--- src/rtl/vmx_sched_if.sv ---
// Bundles the command, engine and BRAM handshake signals of vmx_tile_scheduler.
//  master : scheduler side (drives cmd_ready, eng_ctrl, mem_addr, mem_wr_en, host_gnt)
//  slave  : PS register file / engine / host side (drives the remaining signals)
interface vmx_sched_if #(
    parameter int unsigned MAX_TILES  = 16,
    parameter int unsigned ADDR_WIDTH = 12
) ();
    localparam int unsigned TW = $clog2(MAX_TILES) + 1;

    logic                  cmd_valid;
    logic                  cmd_ready;
    logic [TW-1:0]         cmd_tiles;
    logic                  cmd_simd;
    logic [ADDR_WIDTH-1:0] cmd_base;
    logic [31:0]           eng_ctrl;
    logic [31:0]           eng_flag;
    logic [7:0]            eng_addr;
    logic                  eng_wr_en;
    logic [ADDR_WIDTH-1:0] mem_addr;
    logic                  mem_wr_en;
    logic                  host_req;
    logic                  host_gnt;

    modport master (
        input  cmd_valid, cmd_tiles, cmd_simd, cmd_base,
        input  eng_flag, eng_addr, eng_wr_en, host_req,
        output cmd_ready, eng_ctrl, mem_addr, mem_wr_en, host_gnt
    );

    modport slave (
        output cmd_valid, cmd_tiles, cmd_simd, cmd_base,
        output eng_flag, eng_addr, eng_wr_en, host_req,
        input  cmd_ready, eng_ctrl, mem_addr, mem_wr_en, host_gnt
    );
endinterface

--- src/rtl/vmx_tile_scheduler.sv ---
// vmx_tile_scheduler: sequences multi-tile jobs on the vmx_mm_wrapper engine,
// relocates the engine's 8-bit local address into a per-tile BRAM window and
// hands the shared BRAM port to the host between tiles.
// Ports:
//  clk, rst_n   clock, asynchronous active-low reset
//  bus          vmx_sched_if.master (cmd_*, eng_*, mem_*, host_*)
//  busy         job in progress
//  done         1-cycle pulse at job end
//  err          1-cycle pulse on reject / engine timeout
//  tile_idx     current tile
//  perf_cycles  busy-cycle counter when VMX_SCHED_PERF_EN is defined, else 0
// Optional feature macro: VMX_SCHED_PERF_EN
module vmx_tile_scheduler #(
    parameter int unsigned MAX_TILES   = 16,
    parameter int unsigned ADDR_WIDTH  = 12,
    parameter int unsigned TILE_STRIDE = 16,
    parameter int unsigned TIMEOUT_CYC = 255
) (
    input  logic                           clk,
    input  logic                           rst_n,
    vmx_sched_if.master                    bus,
    output logic                           busy,
    output logic                           done,
    output logic                           err,
    output logic [$clog2(MAX_TILES):0]     tile_idx,
    output logic [31:0]                    perf_cycles
);
    localparam int unsigned TW  = $clog2(MAX_TILES) + 1;
    localparam int unsigned TOW = $clog2(TIMEOUT_CYC + 1);

    typedef enum logic [2:0] {
        ST_IDLE,
        ST_HOST,
        ST_START,
        ST_RUN,
        ST_NEXT,
        ST_FIN
    } state_t;

    state_t                state_q, state_d;
    state_t                saved_q, saved_d;
    logic [TW-1:0]         tiles_q, tiles_d;
    logic                  simd_q, simd_d;
    logic [ADDR_WIDTH-1:0] base_q, base_d;
    logic [TW-1:0]         tile_idx_q, tile_idx_d;
    logic [TOW-1:0]        tmo_q, tmo_d;
    logic                  busy_q, busy_d;
    logic                  done_q, done_d;
    logic                  err_q, err_d;
    logic                  rdy_q, rdy_d;
    logic                  host_gnt_q, host_gnt_d;
    logic [31:0]           ctrl_q, ctrl_d;
    logic [ADDR_WIDTH-1:0] mem_addr_q, mem_addr_d;
    logic                  mem_wr_q, mem_wr_d;
    logic                  job_start_c;
    logic                  timeout_c;

    // Host has priority over a same-cycle command, so ready must see host_req without a cycle lag.
    assign bus.cmd_ready = rdy_q & ~bus.host_req;

    // State and registered outputs.
    always_ff @(posedge clk or negedge rst_n) begin
        if (!rst_n) begin
            state_q    <= ST_IDLE;
            saved_q    <= ST_IDLE;
            tiles_q    <= '0;
            simd_q     <= 1'b0;
            base_q     <= '0;
            tile_idx_q <= '0;
            tmo_q      <= '0;
            busy_q     <= 1'b0;
            done_q     <= 1'b0;
            err_q      <= 1'b0;
            rdy_q      <= 1'b0;
            host_gnt_q <= 1'b0;
            ctrl_q     <= '0;
            mem_addr_q <= '0;
            mem_wr_q   <= 1'b0;
        end else begin
            state_q    <= state_d;
            saved_q    <= saved_d;
            tiles_q    <= tiles_d;
            simd_q     <= simd_d;
            base_q     <= base_d;
            tile_idx_q <= tile_idx_d;
            tmo_q      <= tmo_d;
            busy_q     <= busy_d;
            done_q     <= done_d;
            err_q      <= err_d;
            rdy_q      <= rdy_d;
            host_gnt_q <= host_gnt_d;
            ctrl_q     <= ctrl_d;
            mem_addr_q <= mem_addr_d;
            mem_wr_q   <= mem_wr_d;
        end
    end

    // Next-state and next-output logic.
    always_comb begin
        state_d     = state_q;
        saved_d     = saved_q;
        tiles_d     = tiles_q;
        simd_d      = simd_q;
        base_d      = base_q;
        tile_idx_d  = tile_idx_q;
        tmo_d       = tmo_q + TOW'(1);
        busy_d      = busy_q;
        done_d      = 1'b0;
        err_d       = 1'b0;
        job_start_c = 1'b0;
        timeout_c   = 1'b0;

        case (state_q)
            ST_IDLE: begin
                if (bus.host_req) begin
                    state_d = ST_HOST;
                    saved_d = ST_IDLE;
                end else if (bus.cmd_valid && bus.cmd_ready) begin
                    if (bus.cmd_tiles > TW'(MAX_TILES)) begin
                        err_d = 1'b1;
                    end else begin
                        job_start_c = 1'b1;
                        tiles_d     = bus.cmd_tiles;
                        simd_d      = bus.cmd_simd;
                        base_d      = bus.cmd_base;
                        tile_idx_d  = '0;
                        busy_d      = 1'b1;
                        state_d     = (bus.cmd_tiles == '0) ? ST_FIN : ST_START;
                    end
                end
            end
            ST_HOST: begin
                if (!bus.host_req) begin
                    state_d = saved_q;
                end
            end
            ST_START: begin
                if (bus.eng_flag != '0) begin
                    state_d = ST_RUN;
                end else if (tmo_q == TOW'(TIMEOUT_CYC - 1)) begin
                    timeout_c = 1'b1;
                end
            end
            ST_RUN: begin
                // Advance on leaving RUN so a host detour through NEXT never double-counts.
                if (bus.eng_flag == '0) begin
                    state_d    = ST_NEXT;
                    tile_idx_d = tile_idx_q + TW'(1);
                end else if (tmo_q == TOW'(TIMEOUT_CYC - 1)) begin
                    timeout_c = 1'b1;
                end
            end
            ST_NEXT: begin
                if (tile_idx_q == tiles_q) begin
                    state_d = ST_FIN;
                end else if (bus.host_req) begin
                    state_d = ST_HOST;
                    saved_d = ST_NEXT;
                end else begin
                    state_d = ST_START;
                end
            end
            ST_FIN: begin
                done_d  = 1'b1;
                busy_d  = 1'b0;
                state_d = ST_IDLE;
            end
            default: begin
                state_d = ST_IDLE;
            end
        endcase

        if (timeout_c) begin
            err_d   = 1'b1;
            busy_d  = 1'b0;
            state_d = ST_IDLE;
        end

        // Phase timer restarts on every state change.
        if (state_d != state_q) begin
            tmo_d = '0;
        end

        rdy_d      = (state_d == ST_IDLE);
        host_gnt_d = (state_d == ST_HOST);
        // Ctrl is held only while waiting in START; dropping it on flag!=0 avoids re-triggering.
        ctrl_d     = (state_d == ST_START) ? {30'b0, simd_d, 1'b1} : 32'b0;
        mem_wr_d   = bus.eng_wr_en & ~host_gnt_d;
        mem_addr_d = base_q
                   + ADDR_WIDTH'(tile_idx_q) * ADDR_WIDTH'(TILE_STRIDE)
                   + ADDR_WIDTH'(bus.eng_addr);
    end

    assign bus.eng_ctrl  = ctrl_q;
    assign bus.mem_addr  = mem_addr_q;
    assign bus.mem_wr_en = mem_wr_q;
    assign bus.host_gnt  = host_gnt_q;
    assign busy          = busy_q;
    assign done          = done_q;
    assign err           = err_q;
    assign tile_idx      = tile_idx_q;

`ifdef VMX_SCHED_PERF_EN
    logic [31:0] perf_q;

    // Busy-cycle counter: cleared when a job starts, frozen once busy drops.
    always_ff @(posedge clk or negedge rst_n) begin
        if (!rst_n) begin
            perf_q <= '0;
        end else if (job_start_c) begin
            perf_q <= '0;
        end else if (busy_q) begin
            perf_q <= perf_q + 32'd1;
        end
    end

    assign perf_cycles = perf_q;
`else
    assign perf_cycles = 32'b0;
`endif

endmodule

--- src/flat_wrapper.sv ---
// flat-port wrapper written by rule: the top's interface ports become plain ports
module vmx_tile_scheduler_flat 
#(
    parameter int unsigned MAX_TILES   = 16,
    parameter int unsigned ADDR_WIDTH  = 12,
    parameter int unsigned TILE_STRIDE = 16,
    parameter int unsigned TIMEOUT_CYC = 255
)
  (clk, rst_n, busy, done, err, tile_idx, perf_cycles, bus_cmd_valid, bus_cmd_tiles, bus_cmd_simd, bus_cmd_base, bus_eng_flag, bus_eng_addr, bus_eng_wr_en, bus_host_req, bus_cmd_ready, bus_eng_ctrl, bus_mem_addr, bus_mem_wr_en, bus_host_gnt);
  vmx_sched_if #(.MAX_TILES(MAX_TILES), .ADDR_WIDTH(ADDR_WIDTH)) bus_i ();
  input  logic clk;
  input  logic rst_n;
  output logic busy;
  output logic done;
  output logic err;
  output logic [$clog2(MAX_TILES):0] tile_idx;
  output logic [31:0] perf_cycles;
  input wire logic [$bits(bus_i.cmd_valid)-1:0] bus_cmd_valid;
  input wire logic [$bits(bus_i.cmd_tiles)-1:0] bus_cmd_tiles;
  input wire logic [$bits(bus_i.cmd_simd)-1:0] bus_cmd_simd;
  input wire logic [$bits(bus_i.cmd_base)-1:0] bus_cmd_base;
  input wire logic [$bits(bus_i.eng_flag)-1:0] bus_eng_flag;
  input wire logic [$bits(bus_i.eng_addr)-1:0] bus_eng_addr;
  input wire logic [$bits(bus_i.eng_wr_en)-1:0] bus_eng_wr_en;
  input wire logic [$bits(bus_i.host_req)-1:0] bus_host_req;
  output wire logic [$bits(bus_i.cmd_ready)-1:0] bus_cmd_ready;
  output wire logic [$bits(bus_i.eng_ctrl)-1:0] bus_eng_ctrl;
  output wire logic [$bits(bus_i.mem_addr)-1:0] bus_mem_addr;
  output wire logic [$bits(bus_i.mem_wr_en)-1:0] bus_mem_wr_en;
  output wire logic [$bits(bus_i.host_gnt)-1:0] bus_host_gnt;
  assign bus_i.cmd_valid = bus_cmd_valid;
  assign bus_i.cmd_tiles = bus_cmd_tiles;
  assign bus_i.cmd_simd = bus_cmd_simd;
  assign bus_i.cmd_base = bus_cmd_base;
  assign bus_i.eng_flag = bus_eng_flag;
  assign bus_i.eng_addr = bus_eng_addr;
  assign bus_i.eng_wr_en = bus_eng_wr_en;
  assign bus_i.host_req = bus_host_req;
  assign bus_cmd_ready = bus_i.cmd_ready;
  assign bus_eng_ctrl = bus_i.eng_ctrl;
  assign bus_mem_addr = bus_i.mem_addr;
  assign bus_mem_wr_en = bus_i.mem_wr_en;
  assign bus_host_gnt = bus_i.host_gnt;
  vmx_tile_scheduler #(.MAX_TILES(MAX_TILES), .ADDR_WIDTH(ADDR_WIDTH), .TILE_STRIDE(TILE_STRIDE), .TIMEOUT_CYC(TIMEOUT_CYC)) u_core (.clk(clk), .rst_n(rst_n), .bus(bus_i), .busy(busy), .done(done), .err(err), .tile_idx(tile_idx), .perf_cycles(perf_cycles));
endmodule
--- config.mk ---
export PLATFORM = sky130hd
export DESIGN_NAME = vmx_tile_scheduler_flat
export DESIGN_NICKNAME = d
export VERILOG_FILES = /design/src/rtl/vmx_sched_if.sv /design/src/rtl/vmx_tile_scheduler.sv /design/src/flat_wrapper.sv
export SDC_FILE = /design/constraint.sdc
export NUM_CORES = 1
export LEC_CHECK = 0
export ABC_AREA = 0
export CAP_MARGIN = 10
export CORE_ASPECT_RATIO = 1.75
export CORE_MARGIN = 5
export CORE_UTILIZATION = 43
export CTS_CLUSTER_DIAMETER = 60
export DETAILED_ROUTE_END_ITERATION = 8
export PLACE_DENSITY_LB_ADDON = 0.25
export SETUP_SLACK_MARGIN = 0.4
export SYNTH_ARGS = -nofsm -noshare
export SYNTH_HDL_FRONTEND = slang
export SYNTH_SLANG_ARGS = --single-unit
--- constraint.sdc ---
create_clock -name clk -period 2.83 [get_ports clk]
set_input_delay 0.566 -clock clk [delete_from_list [all_inputs] [get_ports clk]]
set_output_delay 0.566 -clock clk [all_outputs]
set_load 0.005 [all_outputs]
## Yosys cells after proc, flatten, opt, wreduce, memory -nomap -nowiden

Cells that the tools add are included.

- Register bits after elaboration: 57
- Input port bits: 63
- Output and inout port bits: 87
- Word-level logic and storage cells: 99

- Add/sub/neg operators: 4
- $lt $le $gt $ge: 1
- Equal/unequal tests: 20
- Multiplexer cells: 41
- Bitwise logic cells: 5
- Reductions and logical operators: 13

Operator list:

| operator | number |
|---|---|
| $mux 3 | 12 |
| $logic_not 32->1 | 1 |
| $reduce_bool 32->1 | 1 |
| $mux 5 | 4 |
| $mux 1 | 17 |
| $pmux 3 s5 | 1 |
| $add 12x8->12 | 1 |
| $add 12x9->12 | 1 |
| $reduce_and 4->1 | 3 |
| $ne 2x2->1 const B | 5 |
| $pmux 5 s2 | 1 |
| $eq 3x2->1 const B | 3 |
| $add 8x1->8 const B | 1 |
| $eq 8x8->1 const B | 1 |
| $mux 8 | 1 |
| $eq 3x1->1 const B | 2 |
| $eq 3x3->1 const B | 2 |
| $logic_not 3->1 | 2 |
| $ne 3x2->1 const B | 2 |
| $pmux 3 s2 | 1 |
| $add 5x1->5 const B | 1 |
| $eq 5x5->1 | 1 |
| $gt 5x5->1 const B | 1 |
| $logic_not 5->1 | 1 |
| other kinds (11) | 18 |

## Logic depth before layout (Yosys ltp)

Gate-level depths: netlist (run 1).

- Depth after elaboration: 10
- Gate-level depth with buffers: 9
- Gate-level depth less buffers: 9

## Least setup slack after synthesis (run 1)

No wires, ideal clock.

- Path type: input to register
- Start: input port bus_eng_addr[2]
- End: register u_core.mem_addr_q[10], in the netlist u_core.bus.mem_addr[10]
- Library setup time: 69 ps
- Arrival time: 2,388 ps
- Data required time: 2,761 ps
- Path slack: 374 ps
- Stages: 8
- Path buffers: 0
- Cell sequence: ha_1 > ha_1 > a21o_1 > a21oi_1 > o21bai_1 > a2111o_1 > a211o_1 > nand3_1

- Word-level cells in the longest chain between the ends: 1

Ends and longest elaborated chain:

| element | line | RTL |
|---|---|---|
| from (decl) | flat_wrapper.sv:23 | `input wire logic [$bits(bus_i.eng_addr)-1:0] bus_eng_addr;` |
| $add 12x8->12 | vmx_tile_scheduler.sv:191 | `+ ADDR_WIDTH'(bus.eng_addr);` |
| net u_core.mem_addr_d[10] | vmx_tile_scheduler.sv:53 | `logic [ADDR_WIDTH-1:0] mem_addr_q, mem_addr_d;` |
| to (signal assigned) | vmx_tile_scheduler.sv:93 | `mem_addr_q <= mem_addr_d;` |
| to (decl) | vmx_tile_scheduler.sv:53 |  |

The timed path passes the listed nets, and every way through them passes these cells.
A chain may end at the register's enable or synchronous reset.

## Final worst setup path (run 1)

- Start: input port bus_cmd_tiles[3]
- End: register u_core.tmo_q[3]

- Word-level cells in the longest chain between the ends: 9
- Elaborated cells on any way between the ends: 10
- Those cells by class: order compare (1); eq/ne (1); mux (7); reduce/logical (1)

Ends and longest elaborated chain:

| element | line | RTL |
|---|---|---|
| from (decl) | flat_wrapper.sv:19 | `input wire logic [$bits(bus_i.cmd_tiles)-1:0] bus_cmd_tiles;` |
| parallel branches: the longest is 2 deep, another holds $gt 5x5->1 | -- |  |
| $mux 3 (*) | vmx_tile_scheduler.sv:119 | `if (bus.cmd_tiles > TW'(MAX_TILES)) begin` |
| $mux 3 (*) | vmx_tile_scheduler.sv:118 | `end else if (bus.cmd_valid && bus.cmd_ready) begin` |
| $mux 3 (*) | vmx_tile_scheduler.sv:115 | `if (bus.host_req) begin` |
| $pmux 3 s5 (*) | vmx_tile_scheduler.sv:113 | `case (state_q)` |
| $mux 3 (*) | vmx_tile_scheduler.sv:173 | `if (timeout_c) begin` |
| $ne 3x3->1 (*) | vmx_tile_scheduler.sv:180 | `if (state_d != state_q) begin` |
| $mux 8 (*) | vmx_tile_scheduler.sv:180 |  |
| net u_core.tmo_d[3] | vmx_tile_scheduler.sv:46 | `logic [TOW-1:0] tmo_q, tmo_d;` |
| to (signal assigned) | vmx_tile_scheduler.sv:86 | `tmo_q <= tmo_d;` |
| to (decl) | vmx_tile_scheduler.sv:46 |  |

Mark *: on every way through the listed nets, which the timed path passes.

==> results of run 1 <==
==> worst max path at each step <==
stage,to,startpoint,cells after the start,slack (ps)
2_1_floorplan,u_core.bus.mem_addr[10],bus_eng_addr[2],8,410
3_3_place_gp,u_core.bus.mem_addr[11],bus_eng_addr[1],10,-240
3_5_place_dp,u_core.bus.mem_addr[11],bus_eng_addr[1],10,-280
4_1_cts,u_core.tmo_q[7],bus_eng_flag[23],8,400
5_1_grt,u_core.tmo_q[4],bus_cmd_tiles[3],8,360
6_report,u_core.tmo_q[3],bus_cmd_tiles[3],8,420
==> critical path, cell delays in order <==
cell and delay, ps:
clkdlybuf4s15_1 190, or4_4 520, nor3_4 260, a211o_2 200, a2bb2oi_4 70, buf_4 140, o31a_4 420, a2111oi_4 230
==> repair_timing <==
item	in CTS	in global routing
setup buffers	7	7
resized for setup	76	45
setup endpoints to repair	20	16
pin swaps	40	39
gates cloned	0	0
hold endpoints to repair	0	0
==> registers in the layout, summed over array words and instances (netlist names) <==
| name | count |
|---|---|
| u_core.saved_q | 1 |
| u_core.rdy_q | 1 |
| u_core.tmo_q | 8 |
| u_core.done | 1 |
| u_core.busy | 1 |
| u_core.err | 1 |
| u_core.bus.host_gnt | 1 |
| u_core.state_q | 3 |
| u_core.bus.mem_addr | 12 |
| u_core.tiles_q | 5 |
| u_core.simd_q | 1 |
| u_core.bus.eng_ctrl | 2 |
| u_core.base_q | 12 |
| u_core.bus.mem_wr_en | 1 |
| u_core.tile_idx | 5 |
==> routing by layer <==
layer	vias to the layer above	global-route usage	share of wire
met1	1435	0.169	0.35
li1	1342	-	-
met4	0	0.0617	0.022
met5	-	0	0
met3	15	0.0374	0.065
met2	115	0.322	0.56
==> cells in the final DEF (no fill, tap or decap), types with 8 or more instances in the layout <==
cell	Yosys	routed
dlygate4sd2_1	0	18
dlymetal6s2s_1	0	17
conb_1	1	62
nor3_1	9	9
ha_4	0	8
nor2_1	14	12
dfrtp_1	55	55
clkdlybuf4s50_1	0	48
xor2_1	17	17
nand2_1	69	69
ha_1	17	8
buf_4	62	28
==> per-stage QoR <==
stage                     utilization  area [sq um]  instances  setup TNS [ps]  total power [mW]
after floorplan                     -          3630        413               0              1.02
after global placement          0.551          4300        546           -1540              1.11
after detailed placement        0.551          4300        546           -2090              1.12
after CTS                       0.623          4860        561               0              1.87
after global routing            0.653          5090        568               0              1.96
final                           0.653          5090        568               0              1.89
==> area by class of cell <==
| class | count | area (sq um) |
|---|---|---|
| multi-input cells | 284 | 2210 |
| well taps | 90 | 113 |
| flip-flops and latches | 55 | 1380 |
| repair buffers | 124 | 1200 |
| inverters | 7 | 26.3 |
| clock inverters | 3 | 43.8 |
| clock buffers | 5 | 125 |
| fillers | 637 | 2710 |
==> cells by family (layout without fill, tap and decap cells) <==
family                   after synthesis  after routing  synth area share
XOR/XNOR                              22             22            0.0568
flip-flops                            55             55             0.405
adder cells (fa/ha/maj)               22             22            0.0921
AO/OA/AOI/OAI                         46             46             0.108
multiplexers                           2              2           0.00627
AND/OR/NAND/NOR                      130            130             0.180
buffers and inverters                 74            139             0.151
other                                  1             62           0.00110
==> power groups by stage <==
stage | clock (mW) | combinational [mW] | sequential, mW
after floorplan | 0 | 0.162 | 0.856
after global placement | 0 | 0.248 | 0.865
after detailed placement | 0 | 0.252 | 0.866
after CTS | 0.706 | 0.315 | 0.854
after global routing | 0.736 | 0.363 | 0.861
final | 0.694 | 0.337 | 0.857
==> results.txt, run 1 <==
RePlAce Congestion = 0.834
R2r startpoint = u_core.state_q[2]
List of most frequent post-synthesis cells = nand2_1 (69), buf_4 (62), dfrtp_1 (55)
Routed Antenna Nets = 0
Htree depth = 2
VDD IR max = 279 uV
Initial DRC count = 120
Minimum clock period = 2410 ps
Avg Cell Area, Syn = 9.64 sq um
Fraction of layout cells with a size suffix above 1 = 0.218
Final setup fails = 0
Most common flop cell mapped by yosys = dfrtp_1
Max-slew violations = 0
Largest net degree at the start of global routing = 22
Die area = 0.00984 sq mm
Lkg Pwr = 2.51 nW
Final setup margin = 420 ps
Clock network fraction of total power = 0.368
N_diodes = 0
Yosys warns = 0
Crit start category = input port
Residual DRC = 0
Unrepaired setup endpoints after global routing = yes
Synth cell types = 49
Root Buffer = clkbuf_16
Net Switching = 0.473 mW
WP data arrival = 2600 ps
Final Hold Vio Count = 0
Fmax = 415 MHz
P&R area growth vs syn = 50.1%
Synth top area cells = dfrtp_1 (41%), buf_4 (14%), nand2_1 (7.6%)
P per Cell Area = 370 mW/mm^2
Worst hold margin = 217 ps
# nets final = 562
Clock Sinks = 55
Switch share = 0.251
CTS tree = built
Wirelength per Cell = 15.9 um
Hold_buf cts = 0
Num rows = 43
Critical path class = input port to flop
Top-area cell type share of the netlist area = 0.405
Num CTS Buffers = 5
R2r setup slk = 520 ps
Hpwl dp = 6.37 mm
FF+latch count, synth = 55
Place WS = -282 ps
Clk_lat worst skew = 290 ps
EDFF count, synth = 0
Largest area contributor in the netlist = dfrtp_1
Final wirelength = 9.04 mm
Die width = 77.2 um
Crit path max fanout = 8
Total gr overflow = 0
Initial antenna violation count = 0
Reg power frac = 0.454
Clock Path Buffers = 2
# port buffers = 87
Asr flop ratio synth = 1.00
Vias = 2907
Cell with the most instances after synthesis = nand2_1
Required @ worst endpoint = 3020 ps
Drt via density = 5.12
Number of global-route vias before repair = 2865
Chip height = 128 um
Clock transition at the registers of the reported paths = 70 ps
Seq/Total Area, Yosys = 0.405
IO Pins = 150
Path type of the worst min-delay path = input port to asynchronous set/reset pin
First-pass GRT wire length = 13.2 mm
Fin crit share = 0.851
DR pass1 iterations = 4
Worst clock skew = 8.92 ps
Critical Path End Type = flop
Initial Util = 0.435
Mapped Cells = 352
Logic pwr share = 0.178
Core box area = 0.00780 sq mm
Internal power = 1.41 mW
Status = completed
Worst R2R Path Depth = 7
Total track usage = 0.166
Worst r2r dst = u_core.tmo_q[3]
Max_cap viols = 0
Mapped Area = 0.00339 sq mm
No activity file was read; power rests on OpenSTA's default activity.
==> run 2, diff against run 1 <==
- GPL_ROUTABILITY_DRIVEN: default -> 0
==> results of run 2 <==
The final DEF is identical to that of run 1; final timing and power are the same.
==> run 3, diff against run 2 <==
- PLACE_DENSITY: default -> 0.82
- PLACE_DENSITY_LB_ADDON: 0.25 -> default
- clock period: 2.83 -> 2.4 ns (I/O delays scaled with it)
==> results.txt, run 3 (synthesis gave the netlist of run 1 again) <==
Utilization after layout = 0.685 (was 0.653)
Lkg Pwr = 2.52 nW (was 2.51 nW)
Max_cap viols = 0 (unchanged)
Worst R2R Path Depth = 7 (unchanged)
CP most frequent cell = buf_6
# port buffers = 87 (unchanged)
Total gr overflow = 0 (unchanged)
Initial Util = 0.435 (unchanged)
Clock Sinks = 55 (unchanged)
Status = completed (unchanged)
Unrepaired setup endpoints after global routing = yes (unchanged)
CP max stage delay = 560 ps (was 520 ps)
Crit start category = input port (unchanged)
Critical path startpoint = bus_cmd_tiles[0] (was bus_cmd_tiles[3])
Initial antenna violation count = 0 (unchanged)
Num CTS Buffers = 5 (unchanged)
Area occupied by registers = 0.00138 sq mm (about the same)
Placed Instance Area = 0.00454 sq mm (was 0.00430 sq mm)
Initial DRC count = 98 (was 120)
P&R area growth vs syn = 57.5% (was 50.1%)
P per Cell Area = 423 mW/mm^2 (was 370 mW/mm^2)
Final setup fails = 0 (unchanged)
Drt via density = 5.09 (was 5.12)
Commonest non-fill, non-tap cells in the layout = nand2_1 (67), conb_1 (62), dfrtp_1 (51) (was nand2_1 (69), conb_1 (62), dfrtp_1 (55))
Total track usage = 0.191 (was 0.166)
CTS tree = built (unchanged)
Worst clock skew = 4.97 ps (was 8.92 ps)
Largest net degree at the start of global routing = 21 (was 22)
Minimum clock period = 2230 ps
Chip height = 128 um (unchanged)
Vias = 3004 (was 2907)
R2r startpoint = u_core.state_q[2] (unchanged)
N_diodes = 0 (unchanged)
Root Buffer = clkbuf_16 (unchanged)
Residual DRC = 0 (unchanged)
Fraction of layout cells with a size suffix above 1 = 0.328 (was 0.218)
Cell with the largest stage delay on the worst path = or4_4 (unchanged)
Wirelength per Cell = 16.4 um (was 15.9 um)
First-pass GRT wire length = 15.2 mm (was 13.2 mm)
Hpwl dp = 6.89 mm (was 6.37 mm)
IO Pins = 150 (unchanged)
Routed Antenna Nets = 0 (unchanged)
Worst hold margin = 127 ps (was 217 ps)
Num rows = 43 (unchanged)
Crit path max fanout = 8 (unchanged)
Final wirelength = 9.68 mm (was 9.04 mm)
# nets final = 585 (was 562)
Required @ worst endpoint = 2580 ps (was 3020 ps)
Commonest non-fill, non-tap cell in the layout = nand2_1 (unchanged)
Critical path, cell by cell = buf_6 > or4_4 > nor3_4 > buf_6 > nor2_4 > a211oi_4 > o22ai_4 > buf_12 > a2111oi_4 (was clkdlybuf4s15_1 > or4_4 > nor3_4 > a211o_2 > a2bb2oi_4 > buf_4 > o31a_4 > a2111oi_4)
Post-route cell area = 0.00535 sq mm (was 0.00509 sq mm)
VDD IR max = 311 uV (was 279 uV)
Fin crit share = 0.931
Number of global-route vias before repair = 3243 (was 2865)
Die area = 0.00984 sq mm (unchanged)
Hold_buf cts = 0 (unchanged)
Clock Path Buffers = 2 (unchanged)
Core box area = 0.00780 sq mm (unchanged)
Max-slew violations = 0 (unchanged)
Die width = 77.2 um (unchanged)
Critical Path End Type = flop (unchanged)
WP data arrival = 2410 ps (was 2600 ps)
Path type of the worst min-delay path = input port to asynchronous set/reset pin (unchanged)
Clk_lat worst skew = 290 ps (about the same)
Critical path class = input port to flop (unchanged)
Multi-input gate area = 0.00235 sq mm (was 0.00221 sq mm)
# fillers = 581 (was 637)
Fmax = 448 MHz
Clock transition at the registers of the reported paths = 70 ps (about the same)
Final Hold Vio Count = 0 (unchanged)
Htree depth = 2 (unchanged)
DR pass1 iterations = 4 (unchanged)
run 3: layout make-up:
type,instances,share of cell area
clock inverter,1,0.00562
timing repair buffer,147,0.245
sequential,55,0.258
inverter,7,0.00632
tap,90,0.0211
clock buffer,6,0.0241
multi-input combinational,284,0.440
run 3: what timing repair did:
item | in CTS | in global routing
setup endpoints to repair | 49 | 26
gates resized for setup | 133 | 57
hold endpoints to repair | 0 | 0
setup buffers | 17 | 7
pin swaps | 63 | 46
gates cloned | 0 | 0
run 3: path summary, 6_finish.rpt:
check	to	slack, ps
setup / recovery	u_core.tmo_q[3]	170
hold / removal	u_core.base_q[3]	130
setup reg to reg	u_core.tmo_q[3]	180
hold reg to reg	u_core.simd_q	480
max in group asynchronous	u_core.base_q[8]	1640
min in group clk	u_core.tiles_q[2]	380
run 3: report_power, final:
part           internal, mW  total (mW)  switching [mW]  leakage, nW
Combinational         0.228       0.439           0.211         1.71
Sequential            0.964        1.01          0.0491        0.729
Clock                 0.488       0.807           0.319       0.0769
run 3: layer usage:
metal  routed length (um)  vias up  share of wire  global-route usage
met1                 3150     1423           0.32               0.190
met4                  327        0          0.034              0.0810
li1                     -     1386              -                   -
met5                    0        -              0                   0
met3                  775       28          0.080              0.0458
met2                 5430      167           0.56               0.364
run 3: critical path: cells and delay by family:
| family | cells | cell delay (ps) |
|---|---|---|
| AND/OR/NAND/NOR | 3 | 800 |
| buffers and inverters | 3 | 400 |
| AO/OA/AOI/OAI | 3 | 730 |
run 3: per-stage QoR:
step / std cells / setup WS (ps) / total power, mW / TNS, ps
6_report: 590 / 166 / 2.26 / 0
4_1_cts: 583 / 121 / 2.24 / 0
3_5_place_dp: 559 / -459 / 1.37 / -7370
3_3_place_gp: 559 / -376 / 1.35 / -6230
5_1_grt: 590 / 91.7 / 2.35 / 0
2_1_floorplan: 413 / 217 / 1.23 / 0
